### config.mk
export PLATFORM = sky130hd
export DESIGN_NAME = l1_port_arbiter
export DESIGN_NICKNAME = d
export VERILOG_FILES = /design/src/rtl/l1_port_arbiter.sv
export SDC_FILE = /design/constraint.sdc
export NUM_CORES = 1
export LEC_CHECK = 0
export CORE_AREA = 2 2 249 251
export CTS_CLUSTER_DIAMETER = 60
export DETAILED_ROUTE_END_ITERATION = 8
export DIE_AREA = 0 0 251 253
export HOLD_SLACK_MARGIN = 0.08
export SYNTH_ARGS = -nofsm -noshare
export SYNTH_HDL_FRONTEND = slang
export SYNTH_SLANG_ARGS = --single-unit
### constraint.sdc
create_clock -name ap_clk -period 3.8 [get_ports ap_clk]
set_input_delay 1.14 -clock ap_clk [delete_from_list [all_inputs] [get_ports ap_clk]]
set_output_delay 1.14 -clock ap_clk [all_outputs]
set_load 0.02 [all_outputs]
### src/rtl/l1_port_arbiter.sv
// -----------------------------------------------------------------------------
// l1_port_arbiter
//
// Shares a single L1 memory port among N_CORES application cores. Every core
// presents the same single-ID AXI-like interface. The L1 side carries an ID
// that equals the granted core index.
//
// Read path
//   - AR requests are granted round-robin. The search starts one past the
//     last granted core.
//   - Each core may have at most one read burst outstanding.
//   - A stalled AR is locked onto its selected core, so the L1 side never sees
//     the request change or withdraw.
//   - R beats are steered back to the core named by l1_rid.
//   - A beat whose ID has no outstanding burst is accepted and dropped, and it
//     sets the sticky rid_err flag.
//
// Write path
//   - All writes are single beats, with AW and W presented together by a core.
//   - One write is in flight at a time. The grant is held from AW/W issue
//     until the B handshake.
//   - c_awready and c_wready pulse together once both L1 handshakes are done.
//
// Ports
//   ap_clk, ap_rst            clock, synchronous active-high reset
//   c_ar*, c_r*               per-core read address / read data channels
//   c_aw*, c_w*, c_b*         per-core write address / data / response
//   l1_ar*, l1_r*             shared L1 read channels (ID = core index)
//   l1_aw*, l1_w*, l1_b*      shared L1 write channels
//   rid_err                   sticky flag: R beat arrived for an idle ID
//
// Optional build macro
//   L1_ARB_PERF_EN adds two per-core performance counters:
//     perf_rd_stall   saturating count of cycles with c_arvalid high and
//                     c_arready low
//     perf_wr_grants  count of completed writes
// -----------------------------------------------------------------------------
module l1_port_arbiter #(
  parameter int N_CORES = 4,
  parameter int ID_W    = (N_CORES > 1) ? $clog2(N_CORES) : 1
) (
  input  logic                    ap_clk,
  input  logic                    ap_rst,
  // core read address
  input  logic [N_CORES-1:0]      c_arvalid,
  output logic [N_CORES-1:0]      c_arready,
  input  logic [N_CORES*32-1:0]   c_araddr,
  input  logic [N_CORES*8-1:0]    c_arlen,
  // core read data
  output logic [N_CORES-1:0]      c_rvalid,
  input  logic [N_CORES-1:0]      c_rready,
  output logic [31:0]             c_rdata,
  output logic                    c_rlast,
  // core write address / data / response
  input  logic [N_CORES-1:0]      c_awvalid,
  output logic [N_CORES-1:0]      c_awready,
  input  logic [N_CORES*32-1:0]   c_awaddr,
  input  logic [N_CORES-1:0]      c_wvalid,
  output logic [N_CORES-1:0]      c_wready,
  input  logic [N_CORES*32-1:0]   c_wdata,
  output logic [N_CORES-1:0]      c_bvalid,
  input  logic [N_CORES-1:0]      c_bready,
  // L1 read address
  output logic                    l1_arvalid,
  input  logic                    l1_arready,
  output logic [31:0]             l1_araddr,
  output logic [7:0]              l1_arlen,
  output logic [ID_W-1:0]         l1_arid,
  // L1 read data
  input  logic                    l1_rvalid,
  output logic                    l1_rready,
  input  logic [31:0]             l1_rdata,
  input  logic                    l1_rlast,
  input  logic [ID_W-1:0]         l1_rid,
  // L1 write address / data / response
  output logic                    l1_awvalid,
  input  logic                    l1_awready,
  output logic [31:0]             l1_awaddr,
  output logic [ID_W-1:0]         l1_awid,
  output logic                    l1_wvalid,
  input  logic                    l1_wready,
  output logic [31:0]             l1_wdata,
  output logic                    l1_wlast,
  input  logic                    l1_bvalid,
  output logic                    l1_bready,
  output logic                    rid_err
`ifdef L1_ARB_PERF_EN
  ,
  output logic [N_CORES*32-1:0]   perf_rd_stall,
  output logic [N_CORES*32-1:0]   perf_wr_grants
`endif
);

  typedef enum logic [1:0] {
    W_IDLE = 2'd0,
    W_SEND = 2'd1,
    W_RESP = 2'd2
  } wr_state_t;

  genvar gi;

  // Unpack the flat per-core buses so the muxes can index by core number.
  logic [31:0] araddr_arr [N_CORES];
  logic [7:0]  arlen_arr  [N_CORES];
  logic [31:0] awaddr_arr [N_CORES];
  logic [31:0] wdata_arr  [N_CORES];

  generate
    for (gi = 0; gi < N_CORES; gi++) begin : g_unpack
      assign araddr_arr[gi] = c_araddr[gi*32 +: 32];
      assign arlen_arr[gi]  = c_arlen[gi*8 +: 8];
      assign awaddr_arr[gi] = c_awaddr[gi*32 +: 32];
      assign wdata_arr[gi]  = c_wdata[gi*32 +: 32];
    end
  endgenerate

  // Round-robin pick: the first set bit of req, searching from ptr+1 and
  // wrapping. The loop runs from the far end backwards, so the nearest
  // candidate is the last one written and therefore wins.
  function automatic logic [ID_W-1:0] rr_pick(input logic [N_CORES-1:0] req,
                                               input logic [ID_W-1:0]    ptr);
    int              idx;
    logic [ID_W-1:0] pick;
    pick = ptr;
    idx  = 0;
    for (int k = N_CORES; k >= 1; k--) begin
      idx = (int'(ptr) + k) % N_CORES;
      if (req[idx]) pick = idx[ID_W-1:0];
    end
    return pick;
  endfunction

  // ---------------------------------------------------------------------------
  // Read path
  // ---------------------------------------------------------------------------
  logic [N_CORES-1:0] rd_pending_reg, rd_pending_next;
  logic [ID_W-1:0]    rd_ptr_reg, rd_ptr_next;
  logic [ID_W-1:0]    ar_sel_reg, ar_sel_next;
  logic               ar_lock_reg, ar_lock_next;
  logic               rid_err_reg, rid_err_next;

  logic [N_CORES-1:0] rd_elig;
  logic [ID_W-1:0]    rd_win;
  logic [ID_W-1:0]    rd_sel;
  logic               ar_fire;
  logic               rid_in_range;
  logic               rid_pending;
  logic               r_fire;

  // Eligibility uses the registered pending bits. A core whose last beat
  // lands this cycle therefore cannot be re-granted until the next cycle.
  assign rd_elig = c_arvalid & ~rd_pending_reg;
  assign rd_win  = rr_pick(rd_elig, rd_ptr_reg);
  assign rd_sel  = ar_lock_reg ? ar_sel_reg : rd_win;

  assign l1_arvalid = !ap_rst && (ar_lock_reg || (|rd_elig));
  assign ar_fire    = l1_arvalid && l1_arready;
  assign l1_araddr  = araddr_arr[rd_sel];
  assign l1_arlen   = arlen_arr[rd_sel];
  assign l1_arid    = rd_sel;

  generate
    for (gi = 0; gi < N_CORES; gi++) begin : g_arready
      assign c_arready[gi] = ar_fire && (int'(rd_sel) == gi);
    end
  endgenerate

  // An ID outside the core range (possible when N_CORES is not a power of
  // two) is handled exactly like an ID with no outstanding burst.
  assign rid_in_range = (int'(l1_rid) < N_CORES);
  assign rid_pending  = rid_in_range && rd_pending_reg[l1_rid];

  // Stray beats are always accepted, so a bad ID cannot wedge the L1 port.
  assign l1_rready = !ap_rst && (rid_pending ? c_rready[l1_rid] : 1'b1);
  assign r_fire    = l1_rvalid && l1_rready;
  assign c_rdata   = l1_rdata;
  assign c_rlast   = l1_rlast;

  generate
    for (gi = 0; gi < N_CORES; gi++) begin : g_rvalid
      assign c_rvalid[gi] = !ap_rst && l1_rvalid && rid_pending &&
                            (int'(l1_rid) == gi);
    end
  endgenerate

  always_comb begin
    rd_pending_next = rd_pending_reg;
    rd_ptr_next     = rd_ptr_reg;
    ar_lock_next    = ar_lock_reg;
    ar_sel_next     = ar_sel_reg;
    rid_err_next    = rid_err_reg;

    if (ar_fire) begin
      rd_pending_next[rd_sel] = 1'b1;
      rd_ptr_next             = rd_sel;
      ar_lock_next            = 1'b0;
    end else if (l1_arvalid && !ar_lock_reg) begin
      // Freeze the choice so the stalled request stays stable.
      ar_lock_next = 1'b1;
      ar_sel_next  = rd_win;
    end

    // The granted core is never pending, so this clear cannot collide with
    // the set above.
    if (r_fire && l1_rlast && rid_pending) rd_pending_next[l1_rid] = 1'b0;

    if (l1_rvalid && !rid_pending) rid_err_next = 1'b1;
  end

  always_ff @(posedge ap_clk) begin
    if (ap_rst) begin
      rd_pending_reg <= '0;
      rd_ptr_reg     <= '0;
      ar_sel_reg     <= '0;
      ar_lock_reg    <= 1'b0;
      rid_err_reg    <= 1'b0;
    end else begin
      rd_pending_reg <= rd_pending_next;
      rd_ptr_reg     <= rd_ptr_next;
      ar_sel_reg     <= ar_sel_next;
      ar_lock_reg    <= ar_lock_next;
      rid_err_reg    <= rid_err_next;
    end
  end

  assign rid_err = rid_err_reg;

  // ---------------------------------------------------------------------------
  // Write path
  // ---------------------------------------------------------------------------
  wr_state_t          wr_state_reg, wr_state_next;
  logic [ID_W-1:0]    wr_sel_reg, wr_sel_next;
  logic [ID_W-1:0]    wr_ptr_reg, wr_ptr_next;
  logic               aw_done_reg, aw_done_next;
  logic               w_done_reg, w_done_next;

  logic [N_CORES-1:0] wr_elig;
  logic [ID_W-1:0]    wr_win;
  logic               aw_fire;
  logic               w_fire;
  logic               send_done;
  logic               b_fire;

  assign wr_elig = c_awvalid & c_wvalid;
  assign wr_win  = rr_pick(wr_elig, wr_ptr_reg);

  // State register
  always_ff @(posedge ap_clk) begin
    if (ap_rst) begin
      wr_state_reg <= W_IDLE;
      wr_sel_reg   <= '0;
      wr_ptr_reg   <= '0;
      aw_done_reg  <= 1'b0;
      w_done_reg   <= 1'b0;
    end else begin
      wr_state_reg <= wr_state_next;
      wr_sel_reg   <= wr_sel_next;
      wr_ptr_reg   <= wr_ptr_next;
      aw_done_reg  <= aw_done_next;
      w_done_reg   <= w_done_next;
    end
  end

  // Output logic for the L1 write side
  always_comb begin
    l1_awvalid = 1'b0;
    l1_wvalid  = 1'b0;
    l1_bready  = 1'b0;
    if (!ap_rst) begin
      case (wr_state_reg)
        W_SEND: begin
          // Each valid drops independently once its own handshake is done.
          l1_awvalid = !aw_done_reg;
          l1_wvalid  = !w_done_reg;
        end
        W_RESP:  l1_bready = c_bready[wr_sel_reg];
        default: ;
      endcase
    end
  end

  assign aw_fire   = l1_awvalid && l1_awready;
  assign w_fire    = l1_wvalid && l1_wready;
  assign send_done = !ap_rst && (wr_state_reg == W_SEND) &&
                     (aw_done_reg || aw_fire) && (w_done_reg || w_fire);
  assign b_fire    = l1_bvalid && l1_bready;

  assign l1_awaddr = awaddr_arr[wr_sel_reg];
  assign l1_awid   = wr_sel_reg;
  assign l1_wdata  = wdata_arr[wr_sel_reg];
  assign l1_wlast  = 1'b1;

  generate
    for (gi = 0; gi < N_CORES; gi++) begin : g_wr_route
      // The core sees a single joint AW/W acceptance once both L1 sides are done.
      assign c_awready[gi] = send_done && (int'(wr_sel_reg) == gi);
      assign c_wready[gi]  = send_done && (int'(wr_sel_reg) == gi);
      assign c_bvalid[gi]  = !ap_rst && (wr_state_reg == W_RESP) && l1_bvalid &&
                             (int'(wr_sel_reg) == gi);
    end
  endgenerate

  // Next-state logic
  always_comb begin
    wr_state_next = wr_state_reg;
    wr_sel_next   = wr_sel_reg;
    wr_ptr_next   = wr_ptr_reg;
    aw_done_next  = aw_done_reg;
    w_done_next   = w_done_reg;
    case (wr_state_reg)
      W_IDLE: begin
        if (|wr_elig) begin
          wr_sel_next   = wr_win;
          aw_done_next  = 1'b0;
          w_done_next   = 1'b0;
          wr_state_next = W_SEND;
        end
      end
      W_SEND: begin
        if (aw_fire) aw_done_next = 1'b1;
        if (w_fire)  w_done_next  = 1'b1;
        if (send_done) wr_state_next = W_RESP;
      end
      W_RESP: begin
        if (b_fire) begin
          // The pointer advances only when the write fully completes.
          wr_ptr_next   = wr_sel_reg;
          wr_state_next = W_IDLE;
        end
      end
      default: wr_state_next = W_IDLE;
    endcase
  end

  // ---------------------------------------------------------------------------
  // Optional performance counters
  // ---------------------------------------------------------------------------
`ifdef L1_ARB_PERF_EN
  generate
    for (gi = 0; gi < N_CORES; gi++) begin : g_perf
      logic [31:0] stall_cnt_reg;
      logic [31:0] grant_cnt_reg;

      always_ff @(posedge ap_clk) begin
        if (ap_rst) begin
          stall_cnt_reg <= '0;
          grant_cnt_reg <= '0;
        end else begin
          if (c_arvalid[gi] && !c_arready[gi] && (stall_cnt_reg != 32'hFFFF_FFFF))
            stall_cnt_reg <= stall_cnt_reg + 32'd1;
          if (b_fire && (int'(wr_sel_reg) == gi))
            grant_cnt_reg <= grant_cnt_reg + 32'd1;
        end
      end

      assign perf_rd_stall[gi*32 +: 32]  = stall_cnt_reg;
      assign perf_wr_grants[gi*32 +: 32] = grant_cnt_reg;
    end
  endgenerate
`endif

endmodule

==> impl_results.html <==
<table>
<tr><th>Metric</th><th>Value</th></tr>
<tr><th colspan="2">Outcome</th></tr>
<tr><td>Run status</td><td>complete, but fails checks</td></tr>
<tr><td>Failing checks</td><td>negative setup slack</td></tr>
<tr><th colspan="2">Logic synthesis</th></tr>
<tr><td>Register bit count reported by yosys</td><td>18</td></tr>
<tr><td>Post-Synthesis Cells</td><td>325</td></tr>
<tr><td>Post-synth cell types</td><td>45</td></tr>
<tr><td>Post-synth ARST share</td><td>0</td></tr>
<tr><td>Most used flip-flop cell after synthesis</td><td>sky130_fd_sc_hd__dfxtp_1</td></tr>
<tr><td>Most frequent cells after synthesis</td><td>106 x sky130_fd_sc_hd__mux4_2, 42 x sky130_fd_sc_hd__buf_4, 24 x sky130_fd_sc_hd__nor2_1, 18 x sky130_fd_sc_hd__dfxtp_1, 13 x sky130_fd_sc_hd__clkbuf_1</td></tr>
<tr><td>Cells taking the most area after synthesis</td><td>sky130_fd_sc_hd__mux4_2 59%, sky130_fd_sc_hd__dfxtp_1 9.0%, sky130_fd_sc_hd__buf_4 7.9%</td></tr>
<tr><td>EDFF count, synth</td><td>0</td></tr>
<tr><td>Number of warnings reported in the yosys synthesis log</td><td>0</td></tr>
<tr><td>Cell area after technology mapping</td><td>4013 sq um</td></tr>
<tr><td>Top-count cell post-synth</td><td>sky130_fd_sc_hd__mux4_2</td></tr>
<tr><td>Mean cell area of the mapped netlist</td><td>12.35 sq um</td></tr>
<tr><td>Proportion of synthesized chip area in sequential cells</td><td>0.08980</td></tr>
<tr><td>Cell type with the largest total area after synthesis</td><td>sky130_fd_sc_hd__mux4_2</td></tr>
<tr><td>Area share of the largest cell type after synthesis</td><td>0.5949</td></tr>
<tr><td>Synth Net Count</td><td>803</td></tr>
<tr><th colspan="2">Drt</th></tr>
<tr><td>Post-route DRC</td><td>0</td></tr>
<tr><td>Vias after detailed routing</td><td>5807</td></tr>
<tr><td>DR iter-0 viols</td><td>366</td></tr>
<tr><td>Total wirelength of the detailed-routed design</td><td>36810 um</td></tr>
<tr><td>Via count normalized by instance count</td><td>3.382</td></tr>
<tr><td>Final antenna-violating net count</td><td>0</td></tr>
<tr><td>Number of detailed-route iterations in the first pass</td><td>4</td></tr>
<tr><td>Routed wire per std cell</td><td>21.44 um</td></tr>
<tr><th colspan="2">Die</th></tr>
<tr><td>Top-level port count</td><td>646</td></tr>
<tr><td>Placeable core region</td><td>61030 sq um</td></tr>
<tr><td>Y dimension of the die</td><td>253 um</td></tr>
<tr><td>Starting Density</td><td>0.06575</td></tr>
<tr><td>Die area</td><td>63500 sq um</td></tr>
<tr><td>Die width</td><td>251 um</td></tr>
<tr><td>Standard-cell row count</td><td>91</td></tr>
<tr><th colspan="2">Timing</th></tr>
<tr><td>Final max-slew violation count</td><td>0</td></tr>
<tr><td>Setup repair after global routing missed its margin</td><td>yes</td></tr>
<tr><td>Post-Route Skew</td><td>0.001238 ns</td></tr>
<tr><td>Measured slew at the worst slew-check pin</td><td>0.7005 ns</td></tr>
<tr><td>Setup ws final</td><td>-0.2211 ns</td></tr>
<tr><td>Final number of hold-violating endpoints</td><td>0</td></tr>
<tr><td>Tightest slew margin relative to the limit</td><td>0.5298</td></tr>
<tr><td>Minimum clock period</td><td>4.021 ns</td></tr>
<tr><td>Share of the clock period used by the worst path</td><td>1.058</td></tr>
<tr><td># setup viols final</td><td>40</td></tr>
<tr><td>FMAX</td><td>0.2487 GHz</td></tr>
<tr><th colspan="2">Cells and area</th></tr>
<tr><td>Layout cell share with drive strength beyond 1</td><td>0.3366</td></tr>
<tr><td>Core utilization of the finished layout</td><td>0.1897</td></tr>
<tr><td>Max FFs per register</td><td>4</td></tr>
<tr><td>Layout overhead on the synthesized area</td><td>188.5%</td></tr>
<tr><td>Cell area after layout</td><td>11570 sq um</td></tr>
<tr><td>Number of nets at the end of the flow</td><td>1403</td></tr>
<tr><th colspan="2">Clock tree</th></tr>
<tr><td>Latest clock arrival within the worst-skew pair</td><td>0.25 ns</td></tr>
<tr><td>Root Buffer Master</td><td>sky130_fd_sc_hd__clkbuf_16</td></tr>
<tr><td>Max H-tree Level</td><td>1</td></tr>
<tr><td>Clock net sink count</td><td>18</td></tr>
<tr><td>Largest buffer count on any clock path</td><td>2</td></tr>
<tr><td>TritonCTS buffer count</td><td>3</td></tr>
<tr><td>Clock transition time at the flip-flop clock pins of the worst setup and hold paths</td><td>0.06 ns</td></tr>
<tr><td>CTS tree</td><td>built</td></tr>
<tr><th colspan="2">Worst setup path</th></tr>
<tr><td>Flop-to-flop setup slack</td><td>1.67 ns</td></tr>
<tr><td>Category of cells accounting for the largest share of critical-path delay</td><td>buffers and inverters</td></tr>
<tr><td>Critical path endpoint category</td><td>output pin</td></tr>
<tr><td>Beginning of the worst register-to-register path</td><td>rd_pending_reg[3]</td></tr>
<tr><td>Data arrival time of the worst path</td><td>2.88 ns</td></tr>
<tr><td>Source of the critical timing path</td><td>c_arvalid[1]</td></tr>
<tr><td>Worst EP required</td><td>2.66 ns</td></tr>
<tr><td>Crit path buf inv count</td><td>5</td></tr>
<tr><td>Most used cell, CP</td><td>sky130_fd_sc_hd__buf_6</td></tr>
<tr><td>Category of the critical setup timing path</td><td>input port to output pin</td></tr>
<tr><td>Delay contributed by the slowest stage of the critical path</td><td>0.55 ns</td></tr>
<tr><td>Nature of the critical path startpoint</td><td>input port</td></tr>
<tr><td>Crit path max fanout</td><td>8</td></tr>
<tr><td>Slowest cell on the critical path</td><td>sky130_fd_sc_hd__mux4_2</td></tr>
<tr><td>Cell breakdown of the critical path</td><td>buf_6, nor2b_4, buf_6, a31oi_4, o211ai_4, nand2_4, buf_12, buf_12, mux4_2, buf_6</td></tr>
<tr><th colspan="2">Run</th></tr>
<tr><td>Max capacitance violation total</td><td>0</td></tr>
<tr><th colspan="2">Global route</th></tr>
<tr><td>Total routing usage reported by global routing</td><td>0.1064</td></tr>
<tr><td>Remaining Overflow, GRT</td><td>0</td></tr>
<tr><td>Global-route wire length before repair</td><td>47680 um</td></tr>
<tr><td>Via count of the first global-routing pass</td><td>6324</td></tr>
<tr><td>Maximum number of pins on one net before global-route repair</td><td>26</td></tr>
<tr><td>Antenna violations before repair</td><td>9</td></tr>
<tr><th colspan="2">Placement</th></tr>
<tr><td>Final RePlAce weighted congestion</td><td>0.8476</td></tr>
<tr><td>Detailed Place HPWL</td><td>31630 um</td></tr>
<tr><td>Post-Place Cell Area</td><td>10920 sq um</td></tr>
<tr><td>Number of buffers added on ports</td><td>580</td></tr>
<tr><th colspan="2">Min path</th></tr>
<tr><td>Worst min-delay path startpoint</td><td>rid_err</td></tr>
<tr><td>Class of the worst hold path</td><td>flip-flop to flip-flop</td></tr>
<tr><th colspan="2">Pwr</th></tr>
<tr><td>Max rail drop VDD</td><td>162.0 uV</td></tr>
<tr><td>Post-layout power</td><td>2.735 mW</td></tr>
<tr><td>Cell Pwr Density</td><td>236.3 nW/um^2</td></tr>
<tr><td>LEAKAGE</td><td>4.183 nW</td></tr>
</table>
==> path summary, 6_finish.rpt <==
check / depth (start not counted) / to
worst max-delay path: 10 / l1_araddr[18]
worst min-delay path: 2 / rid_err
worst max register to register: 10 / rd_pending_reg[0]
worst min register to register: 2 / rid_err
==> layout by cell type (no fill, tap or decap), types with 7 or more instances in the layout <==
cell type	n
sky130_fd_sc_hd__a21oi_1	8
sky130_fd_sc_hd__clkdlybuf4s50_1	461
sky130_fd_sc_hd__dlygate4sd2_1	26
sky130_fd_sc_hd__buf_6	52
sky130_fd_sc_hd__dfxtp_1	16
sky130_fd_sc_hd__nand3b_1	7
sky130_fd_sc_hd__buf_12	19
sky130_fd_sc_hd__buf_2	7
sky130_fd_sc_hd__buf_4	79
sky130_fd_sc_hd__nand2b_1	9
sky130_fd_sc_hd__nor2_1	23
sky130_fd_sc_hd__mux4_2	106
sky130_fd_sc_hd__nand2_1	12
==> where the power goes <==
part	switching (mW)	internal, mW
logic	0.941	1.31
registers	0.0392	0.203
clock network	0.0797	0.161
total	1.06	1.67
==> through the flow <==
step                      setup slack (ns)  std cells  hold slack [ns]   TNS, ns
after floorplan                  -0.007860        325           0.4425  -0.01176
after CTS                          -0.2240       1712           0.4784    -6.722
after global placement             -0.9858       1686           0.4629    -46.83
after global routing               -0.2599       1716           0.4998    -8.316
final                              -0.2211       1717           0.4766    -6.059
after detailed placement            -1.006       1686           0.4639    -47.87
==> cell families (layout without fill, tap and decap cells) <==
logic type	Yosys count	after routing	synth area share
DFF	18	18	0.08980
AOI/OAI and AO/OA	41	41	0.07827
other	1	4	0.0009346
and+or+nand+nor	78	78	0.1023
buffers and inverters	76	675	0.1172
muxes	111	111	0.6115
==> worst register-to-register path, delay by kind of cell (launching register included) <==
family,cells,cell delay (ns)
compound gates,4,0.85
buf+inv,5,0.60
flops,1,0.49
simple gates,1,0.10
==> layer usage <==
metal  track usage  wire [um]
met1        0.1306      14760
met2        0.1873      18050
met3       0.02447       3117
met4       0.02585        846
met5             0         26
==> what timing repair did <==
| action | 4_1_cts | 5_1_grt |
|---|---|---|
| hold buffers | 0 | 0 |
| resized for setup | 338 | 37 |
| pin swaps | 14 | 8 |
| buffers inserted | 17 | 4 |
| cloned | 7 | 0 |
| endpoints found under the setup margin | 84 | 56 |
==> final cells by class <==
cell class	instances	area [sq um]
clock buffer	4	88.84
sequential	18	367.9
timing repair buffer	663	6766
antenna	3	7.507
multi-input combinational	231	3321
inverter	8	35.03
tap	790	988.4
fill	6653	49450
Note: power is estimated with default switching activity, not from simulation.
